**src/rtl/nivel_pkg.sv**
```systemverilog
// nivel_pkg: shared types and helpers for the tank level conditioning stage.
//   - nivel_e      : FSM state encoding (3 bits)
//   - CODE_*       : 4-bit {al,a,m,b} level code for each valid state
//   - is_thermo    : 1 when a debounced code is a legal thermometer code
//   - code_to_state: maps a legal code to its state
package nivel_pkg;

    typedef enum logic [2:0] {
        VAZIO  = 3'd0,
        BAIXO  = 3'd1,
        MEDIO  = 3'd2,
        ALTO   = 3'd3,
        TRANSB = 3'd4,
        ERRO   = 3'd5
    } nivel_e;

    localparam logic [3:0] CODE_VAZIO  = 4'b0000;
    localparam logic [3:0] CODE_BAIXO  = 4'b0001;
    localparam logic [3:0] CODE_MEDIO  = 4'b0011;
    localparam logic [3:0] CODE_ALTO   = 4'b0111;
    localparam logic [3:0] CODE_TRANSB = 4'b1111;

    function automatic logic is_thermo(input logic [3:0] code);
        return (code == CODE_VAZIO) || (code == CODE_BAIXO) ||
               (code == CODE_MEDIO) || (code == CODE_ALTO)  ||
               (code == CODE_TRANSB);
    endfunction

    // Only meaningful for legal codes; anything else maps to ERRO.
    function automatic nivel_e code_to_state(input logic [3:0] code);
        nivel_e st;
        case (code)
            CODE_VAZIO:  st = VAZIO;
            CODE_BAIXO:  st = BAIXO;
            CODE_MEDIO:  st = MEDIO;
            CODE_ALTO:   st = ALTO;
            CODE_TRANSB: st = TRANSB;
            default:     st = ERRO;
        endcase
        return st;
    endfunction

endpackage

```
**src/rtl/debounce_bit.sv**
```systemverilog
// debounce_bit: 2-flop synchroniser followed by a counting debouncer.
//   clk  : system clock
//   rst  : synchronous, active-high reset
//   din  : asynchronous raw electrode input
//   dout : debounced stable value
// The stable value flips only after the synchronised input has disagreed
// with it for DEB_CYCLES consecutive cycles.
module debounce_bit #(
    parameter int DEB_CYCLES = 1000
) (
    input  logic clk,
    input  logic rst,
    input  logic din,
    output logic dout
);

    localparam int CW = $clog2(DEB_CYCLES + 1);
    localparam logic [CW-1:0] CNT_LAST = CW'(DEB_CYCLES - 1);

    logic          sync1_q, sync2_q;
    logic          stable_q, stable_d;
    logic [CW-1:0] cnt_q, cnt_d;

    always_comb begin
        stable_d = stable_q;
        cnt_d    = '0;
        if (sync2_q != stable_q) begin
            // Reaching DEB_CYCLES flips the stable value and restarts at 0.
            if (cnt_q == CNT_LAST) begin
                stable_d = ~stable_q;
            end else begin
                cnt_d = cnt_q + 1'b1;
            end
        end
    end

    always_ff @(posedge clk) begin
        if (rst) begin
            sync1_q  <= 1'b0;
            sync2_q  <= 1'b0;
            stable_q <= 1'b0;
            cnt_q    <= '0;
        end else begin
            sync1_q  <= din;
            sync2_q  <= sync1_q;
            stable_q <= stable_d;
            cnt_q    <= cnt_d;
        end
    end

    assign dout = stable_q;

endmodule

```
**src/rtl/sensor_nivel_filtro.sv**
```systemverilog
// sensor_nivel_filtro: conditions the four tank electrodes for the LED-matrix
// level display.
//   clk, rst                   : clock, synchronous active-high reset
//   raw_b, raw_m, raw_a, raw_al: asynchronous electrodes, 1 = wet
//   B, M, A, AL                : registered filtered level lines
//   erro                       : registered, 1 while in fault state
//   mudou                      : one-cycle pulse when the outputs change state
// Each electrode is debounced independently; the debounced code must be a
// thermometer code. A persistent illegal code forces the fault state, and a
// persistent legal code is required to leave it.
module sensor_nivel_filtro
    import nivel_pkg::*;
#(
    parameter int DEB_CYCLES = 1000,
    parameter int ERR_CYCLES = 500
) (
    input  logic clk,
    input  logic rst,
    input  logic raw_b,
    input  logic raw_m,
    input  logic raw_a,
    input  logic raw_al,
    output logic B,
    output logic M,
    output logic A,
    output logic AL,
    output logic erro,
    output logic mudou
);

    localparam int EW = $clog2(ERR_CYCLES);
    localparam logic [EW-1:0] ERR_LAST = EW'(ERR_CYCLES - 1);

    logic          deb_b, deb_m, deb_a, deb_al;
    logic [3:0]    code;
    logic          code_ok;
    nivel_e        code_st;

    nivel_e        state_q;
    logic [EW-1:0] err_cnt_q;
    logic [EW-1:0] ok_cnt_q;
    logic [3:0]    lvl_q;
    logic          erro_q;
    logic          mudou_q;

    debounce_bit #(.DEB_CYCLES(DEB_CYCLES)) u_deb_b  (.clk(clk), .rst(rst), .din(raw_b),  .dout(deb_b));
    debounce_bit #(.DEB_CYCLES(DEB_CYCLES)) u_deb_m  (.clk(clk), .rst(rst), .din(raw_m),  .dout(deb_m));
    debounce_bit #(.DEB_CYCLES(DEB_CYCLES)) u_deb_a  (.clk(clk), .rst(rst), .din(raw_a),  .dout(deb_a));
    debounce_bit #(.DEB_CYCLES(DEB_CYCLES)) u_deb_al (.clk(clk), .rst(rst), .din(raw_al), .dout(deb_al));

    always_comb begin
        code    = {deb_al, deb_a, deb_m, deb_b};
        code_ok = is_thermo(code);
        code_st = code_to_state(code);
    end

    // Outputs are loaded together with the state so they always show the
    // state being entered; mudou marks the first cycle of that new state.
    always_ff @(posedge clk) begin
        if (rst) begin
            state_q   <= VAZIO;
            err_cnt_q <= '0;
            ok_cnt_q  <= '0;
            lvl_q     <= CODE_VAZIO;
            erro_q    <= 1'b0;
            mudou_q   <= 1'b0;
        end else begin
            mudou_q <= 1'b0;
            if (state_q != ERRO) begin
                ok_cnt_q <= '0;
                if (code_ok) begin
                    err_cnt_q <= '0;
                    if (code_st != state_q) begin
                        state_q <= code_st;
                        lvl_q   <= code;
                        erro_q  <= 1'b0;
                        mudou_q <= 1'b1;
                    end
                end else if (err_cnt_q == ERR_LAST) begin
                    err_cnt_q <= '0;
                    state_q   <= ERRO;
                    lvl_q     <= 4'b0000;
                    erro_q    <= 1'b1;
                    mudou_q   <= 1'b1;
                end else begin
                    err_cnt_q <= err_cnt_q + 1'b1;
                end
            end else begin
                err_cnt_q <= '0;
                if (!code_ok) begin
                    ok_cnt_q <= '0;
                end else if (ok_cnt_q == ERR_LAST) begin
                    ok_cnt_q <= '0;
                    state_q  <= code_st;
                    lvl_q    <= code;
                    erro_q   <= 1'b0;
                    mudou_q  <= 1'b1;
                end else begin
                    ok_cnt_q <= ok_cnt_q + 1'b1;
                end
            end
        end
    end

    assign B     = lvl_q[0];
    assign M     = lvl_q[1];
    assign A     = lvl_q[2];
    assign AL    = lvl_q[3];
    assign erro  = erro_q;
    assign mudou = mudou_q;

endmodule

```
**config.mk**
```make
export PLATFORM = sky130hd
export DESIGN_NAME = sensor_nivel_filtro
export DESIGN_NICKNAME = d
export VERILOG_FILES = /design/src/rtl/nivel_pkg.sv /design/src/rtl/debounce_bit.sv /design/src/rtl/sensor_nivel_filtro.sv
export SDC_FILE = /design/constraint.sdc
export NUM_CORES = 1
export LEC_CHECK = 0
export ABC_AREA = 1
export CELL_PAD_IN_SITES_DETAIL_PLACEMENT = 2
export CELL_PAD_IN_SITES_GLOBAL_PLACEMENT = 2
export CORE_ASPECT_RATIO = 0.9
export CORE_UTILIZATION = 35
export CTS_CLUSTER_SIZE = 30
export DETAILED_ROUTE_END_ITERATION = 10
export PLACE_DENSITY = 0.76
export SLEW_MARGIN = 25
export SYNTH_ARGS = -nofsm -noshare
export SYNTH_HDL_FRONTEND = slang
export SYNTH_HIERARCHICAL = 1
export SYNTH_SLANG_ARGS = --single-unit
```
**constraint.sdc**
```tcl
create_clock -name clk -period 1.95 [get_ports clk]
set_input_delay 0.2925 -clock clk [delete_from_list [all_inputs] [get_ports clk]]
set_output_delay 0.2925 -clock clk [all_outputs]
set_load 0.005 [all_outputs]
```
==> results of run 1 <==
## tightest hold or removal path: cells and delay by family, from the launching register on
| kind | cells | cell delay, ps |
|---|---|---|
| buffers and inverters | 1 | 40 |
| AND/OR/NAND/NOR | 1 | 30 |
| flip-flops | 1 | 300 |
## state kept, by name, summed over array words and instances (netlist names)
signal            cells
u_deb_a/cnt_q        10
u_deb_al/cnt_q       10
u_deb_b/cnt_q        10
u_deb_m/cnt_q        10
err_cnt_q             9
ok_cnt_q              9
lvl_q                 4
state_q               3
erro                  1
mudou                 1
u_deb_a/dout          1
u_deb_a/sync1_q       1
u_deb_a/sync2_q       1
u_deb_al/dout         1
u_deb_al/sync1_q      1
u_deb_al/sync2_q      1
u_deb_b/dout          1
u_deb_b/sync1_q       1
u_deb_b/sync2_q       1
u_deb_m/dout          1
u_deb_m/sync1_q       1
u_deb_m/sync2_q       1
## kinds of logic after synthesis
group,count (synthesis),synth area share
flip-flops,79,0.412
buffers and inverters,89,0.0897
adder cells (fa/ha/maj),6,0.0196
XOR/XNOR,28,0.0639
AO/OA/AOI/OAI,20,0.0437
AND/OR/NAND/NOR,316,0.371
## cell usage after synthesis
cell      count
nor2_2       17
ha_1          6
nor3b_1       3
nand2_2      10
a221oi_1      1
nor2_4        1
nor3_1        4
o21a_1        1
xnor2_1      17
nand3b_1      2
a21oi_4       1
a211oi_1      1
nand4_1      11
o21ai_4       4
or2_2         2
nand3_1      30
xor2_1       11
nor2_1      118
nor3_2        1
nand3_2       6
o211ai_1      1
clkinv_1      4
inv_2         4
inv_1        80
nand2_4       3
nand2_1     108
dfxtp_1      79
clkbuf_8      1
a21oi_1       9
o21ai_0       2
## cell type report
type	instances	area (sq um)
multi-input cells	370	1910
flip-flops and latches	79	1580
inverters	88	330
well taps	129	161
repair buffers	14	133
fillers	1248	6030
clock inverters	3	65.1
clock buffers	13	260
## report_power, final
part           internal (mW)  leakage [nW]  switching, mW
registers               1.62         0.638        0.00569
logic                 0.0234         0.843         0.0325
clock network           1.19         0.160          0.652
## through the flow
| stage | power [mW] | utilization |
|---|---|---|
| 3_5_place_dp | 1.72 | 0.393 |
| 6_report | 3.53 | 0.424 |
| 3_3_place_gp | 1.72 | 0.393 |
| 4_1_cts | 3.58 | 0.424 |
| 5_1_grt | 3.65 | 0.424 |
| 2_1_floorplan | 1.70 | - |
## worst paths after layout
kind | from | end | slack, ps | depth (start not counted)
max | u_deb_m/dout | lvl_q[0] | 300 | 9
min | u_deb_a/sync1_q | u_deb_a/sync2_q | 410 | 2
max reg2reg | u_deb_m/dout | lvl_q[0] | 300 | 9
min reg2reg | u_deb_a/sync1_q | u_deb_a/sync2_q | 410 | 2
## layer usage
layer,part of all wire,GRT usage,vias to the layer above
met1,0.47,0.207,1603
li1,-,-,1688
met5,0,0,-
met2,0.50,0.328,14
met3,0.022,0.0485,8
met4,0.0096,0.0431,0
## layout by cell type, fill, tap and decap left out, types with 2 or more instances in the layout
cell type and n:
clkbuf_8 2, a21oi_1 9, inv_1 80, nand3_1 30, nor3_1 4, o21ai_0 2
nand3b_1 2, nor2_1 118, nand2_2 10, clkdlybuf4s50_1 11, xnor2_1 17, xor2_1 11
clkbuf_16 9, clkinv_1 4, nand2_4 3, nand3_2 6, bufinv_16 2, or2_2 2
dfxtp_1 79, nand2_1 108, nor3b_1 3, inv_2 4, buf_4 3, nor2_2 17
ha_1 6, o21ai_4 4, nand4_1 11, clkbuf_1 2
==> flow_metrics.env, run 1 <==
export IMPL_synthDistinctLibCells=30
export IMPL_postCtsResizedCells=0
export IMPL_final_setup_tns_ps=0
export IMPL_tightest_slew_ps=346
export IMPL_synth_top_area_frac=0.412
export IMPL_cts_setup_buffers=0
export IMPL_cts_buffers=9
export IMPL_hold_class="reg -> reg"
export IMPL_dpl_cell_area_sq_mm=0.00412
export IMPL_rsz0062_at_grt="no"
export IMPL_report_final_slew_viol_count=0
export IMPL_final_hold_viol_count=0
export IMPL_grt_pass1_vias=3603
export IMPL_netlist_area_sq_mm=0.00383
export IMPL_avgViaCountPerCell=4.76
export IMPL_wl_um=9250
export IMPL_crit_required_ps=2180
export IMPL_crit_fanout=9
export IMPL_num_rows=35
export IMPL_ys_warn_count=6
export IMPL_slowest_delay_ps=470
export IMPL_area_growth_pct=15.8
export IMPL_ys_top_cells_by_area="dfxtp_1, nor2_1, nand2_1"
export IMPL_status="complete, no violations"
export IMPL_final_cell_count_no_fill=696
export IMPL_grt_max_degree=18
export IMPL_p_per_area_mw_per_mm2=795
export IMPL_antenna_found_initial=0
export IMPL_end_kind="flip-flop"
export IMPL_ctsHoldBuffers=0
export IMPL_finalClockSkew_ps=6.13
export IMPL_cts_tree="built"
export IMPL_cts_buffer_depth=2
export IMPL_via_count=3313
export IMPL_synth_cells=538
export IMPL_hold_slack_ps=410
export IMPL_synth_largest_area_cell="dfxtp_1"
export IMPL_critical_path_top_delay_family="simple AND/OR/NAND/NOR gates"
export IMPL_firstDrtPassIters=4
export IMPL_die_h_um=101
export IMPL_core_area_sq_mm=0.0105
export IMPL_max_freq_ghz=0.607
export IMPL_syn_area_per_cell_sq_um=7.13
export IMPL_slew_headroom=0.769
export IMPL_yosys_register_bits=79
export IMPL_startpoint_type="flip-flop"
export IMPL_crit_arrival_ps=1880
export IMPL_hpwlAfterDp_um=6790
export IMPL_ir_worst_vdd_v=0.000401
export IMPL_timing_final_ws_setup_ps=301
export IMPL_place_gp_congestion=0.730
export IMPL_die_w_um=112
export IMPL_dp_cells=680
export IMPL_cellLeakagePower_nw=1.64
export IMPL_slowest_stage="dfxtp_1"
export IMPL_detailedPlace_worstSlack_ps=320
export IMPL_cp_num_buf_inv=0
export IMPL_cts_sinks=79
export IMPL_fin_area_sq_mm=0.00444
export IMPL_ios=12
export IMPL_remaining_drc_errors=0
export IMPL_syn_nets=550
export IMPL_yosysSeqAreaShare=0.412
export IMPL_finalSetupViolations=0
export IMPL_clk_pin_slew_worst_paths_ps=60
export IMPL_grt_overflow=0
export IMPL_io_buffers=11
export IMPL_path_cells="nand2_2 -> a21oi_4 -> nand3_1 -> nand2_2 -> nand2_4 -> nand2_4 -> nand2_1 -> nand2_1 -> nor2_1"
export IMPL_worst_skew_pair_late_latency_ps=340
export IMPL_avgRoutedWirePerCell_um=13.3
export IMPL_layout_drive_gt1_share=0.116
export IMPL_finalCriticalPeriod_ps=1650
export IMPL_finalCritPeriodShare=0.845
export IMPL_antenna_cells=0
export IMPL_critPathKind="reg -> reg"
export IMPL_initial_core_util=0.366
export IMPL_drtIter0Drc=81
export IMPL_grt_usage=0.178
export IMPL_final_antenna_net_count=0
export IMPL_max_cap_viol_count=0
export IMPL_grt_pass1_wl_um=16200
export IMPL_nets=574
export IMPL_htree_levels=3
export IMPL_die_area_sq_mm=0.0114
export IMPL_cts_root_buffer="clkbuf_16"
Power figures use the tool's default switching activity.
==> run 2, diff against run 1 <==
==> constraint.sdc (replaced) <==
create_clock -name clk -period 1.6 [get_ports clk]
set_input_delay 0.24 -clock clk [delete_from_list [all_inputs] [get_ports clk]]
set_output_delay 0.24 -clock clk [all_outputs]
set_load 0.005 [all_outputs]
==> flow_metrics.env, run 2 (synthesis gave the netlist of run 1 again) <==
export IMPL_num_rows=35
export IMPL_remaining_drc_errors=0
export IMPL_final_hold_viol_count=0
export IMPL_power_mw=4.22
export IMPL_startpoint_type="flip-flop"
export IMPL_rsz0062_at_grt="yes"
export IMPL_cellLeakagePower_nw=1.72
export IMPL_finalClockSkew_ps=4.92
export IMPL_timing_final_ws_setup_ps=16.5
export IMPL_final_antenna_net_count=0
export IMPL_final_cell_mix="nor2_1, nand2_1, inv_1"
export IMPL_cts_buffer_depth=2
export IMPL_grt_usage=0.192
export IMPL_cts_root_buffer="clkbuf_16"
export IMPL_wl_um=10100
export IMPL_tightest_slew_ps=350
export IMPL_crit_fanout=8
export IMPL_grt_pass1_vias=3725
export IMPL_max_freq_ghz=0.631
export IMPL_final_common_cell="nor2_1"
export IMPL_finalCriticalPeriod_ps=1580
export IMPL_finalSetupViolations=0
export IMPL_nets=587
export IMPL_grt_max_degree=18
export IMPL_status="complete, no violations"
export IMPL_ios=12
export IMPL_layout_drive_gt1_share=0.174
export IMPL_core_area_sq_mm=0.0105
export IMPL_finalCritPeriodShare=0.990
export IMPL_antenna_cells=0
export IMPL_critPathKind="reg -> reg"
export IMPL_grt_pass1_wl_um=17300
export IMPL_ir_worst_vdd_v=0.000590
export IMPL_hold_class="reg -> reg"
export IMPL_grt_overflow=0
export IMPL_p_per_area_mw_per_mm2=907
export IMPL_place_gp_congestion=0.748
export IMPL_cts_tree="built"
export IMPL_crit_required_ps=1870
export IMPL_r2r_start="ok_cnt_q[1]"
export IMPL_dp_cells=687
export IMPL_area_growth_pct=21.3
export IMPL_crit_start="ok_cnt_q[1]"
export IMPL_drtIter0Drc=102
export IMPL_via_count=3383
export IMPL_initial_core_util=0.366
export IMPL_end_kind="flip-flop"
export IMPL_min_delay_start="u_deb_al/sync1_q"
export IMPL_firstDrtPassIters=4
export IMPL_avgRoutedWirePerCell_um=14.3
export IMPL_cts_buffers=9
export IMPL_hold_slack_ps=411
export IMPL_die_area_sq_mm=0.0114
export IMPL_max_cap_viol_count=0
export IMPL_worst_skew_pair_late_latency_ps=340
export IMPL_final_setup_tns_ps=0
export IMPL_crit_arrival_ps=1860
export IMPL_die_h_um=101
export IMPL_die_w_um=112
export IMPL_final_util=0.444
export IMPL_cts_sinks=79
export IMPL_avgViaCountPerCell=4.77
export IMPL_final_cell_count_no_fill=709
export IMPL_hpwlAfterDp_um=7120
export IMPL_htree_levels=3
export IMPL_antenna_found_initial=0
export IMPL_io_buffers=11
export IMPL_detailedPlace_worstSlack_ps=-55.0
export IMPL_clk_pin_slew_worst_paths_ps=60
export IMPL_report_final_slew_viol_count=0
export IMPL_dpl_cell_area_sq_mm=0.00418
export IMPL_fin_area_sq_mm=0.00465
export IMPL_slew_headroom=0.766
[run 2: cell types whose count changed in the layout (fill, tap and decap cells not counted), sizes merged]
cell	previous run	this run
clkinvlp	0	1
nand2	121	122
clkbuf	13	9
clkinv	5	8
buf	3	15
[run 2: area by class of cell]
| cell class | count | area [sq um] |
|---|---|---|
| Fill cell | 1207 | 5810 |
| Multi-Input combinational cell | 371 | 2020 |
| Sequential cell | 79 | 1590 |
| Inverter | 88 | 330 |
| Timing Repair Buffer | 26 | 235 |
| Clock buffer | 9 | 225 |
| Tap cell | 129 | 161 |
| Clock inverter | 7 | 87.6 |
[run 2: layer usage]
| layer | GRT usage | share of wire | up-vias |
|---|---|---|---|
| met5 | 0 | 0 | - |
| met4 | 0.0718 | 0.019 | 0 |
| met3 | 0.0401 | 0.018 | 14 |
| met2 | 0.369 | 0.54 | 22 |
| met1 | 0.210 | 0.42 | 1635 |
| li1 | - | - | 1712 |
[run 2: final timing paths]
kind / endpoint / slack, ps / cells after the start
worst min register to register: u_deb_al/sync2_q / 410 / 2
worst max-delay path: lvl_q[0] / 20 / 11
worst min-delay path: u_deb_al/sync2_q / 410 / 2
worst max register to register: lvl_q[0] / 20 / 11
[run 2: power by group]
| part | switching (mW) | internal [mW] |
|---|---|---|
| sequential | 0.00751 | 1.98 |
| clock | 0.807 | 1.35 |
| combinational | 0.0416 | 0.0318 |
[run 2: critical path, cell delays in order (launching register included)]
cell and delay, ps:
dfxtp_1 350, ha_1 190, inv_1 80, nor2_2 120, nand3_2 100, nor2_4 170, nand2_4 100, nand2_8 100
nand2_8 70, nand2_1 70, nand2_1 60, nor2_1 100
[run 2: repair_timing]
| action | CTS | global route |
|---|---|---|
| hold buffers | 0 | 0 |
| setup endpoints to repair | 8 | 16 |
| pin swaps | 2 | 7 |
| cloned | 1 | 0 |
| setup buffers | 4 | 1 |
| endpoints found under the hold margin | 0 | 0 |
| gates resized for setup | 8 | 22 |
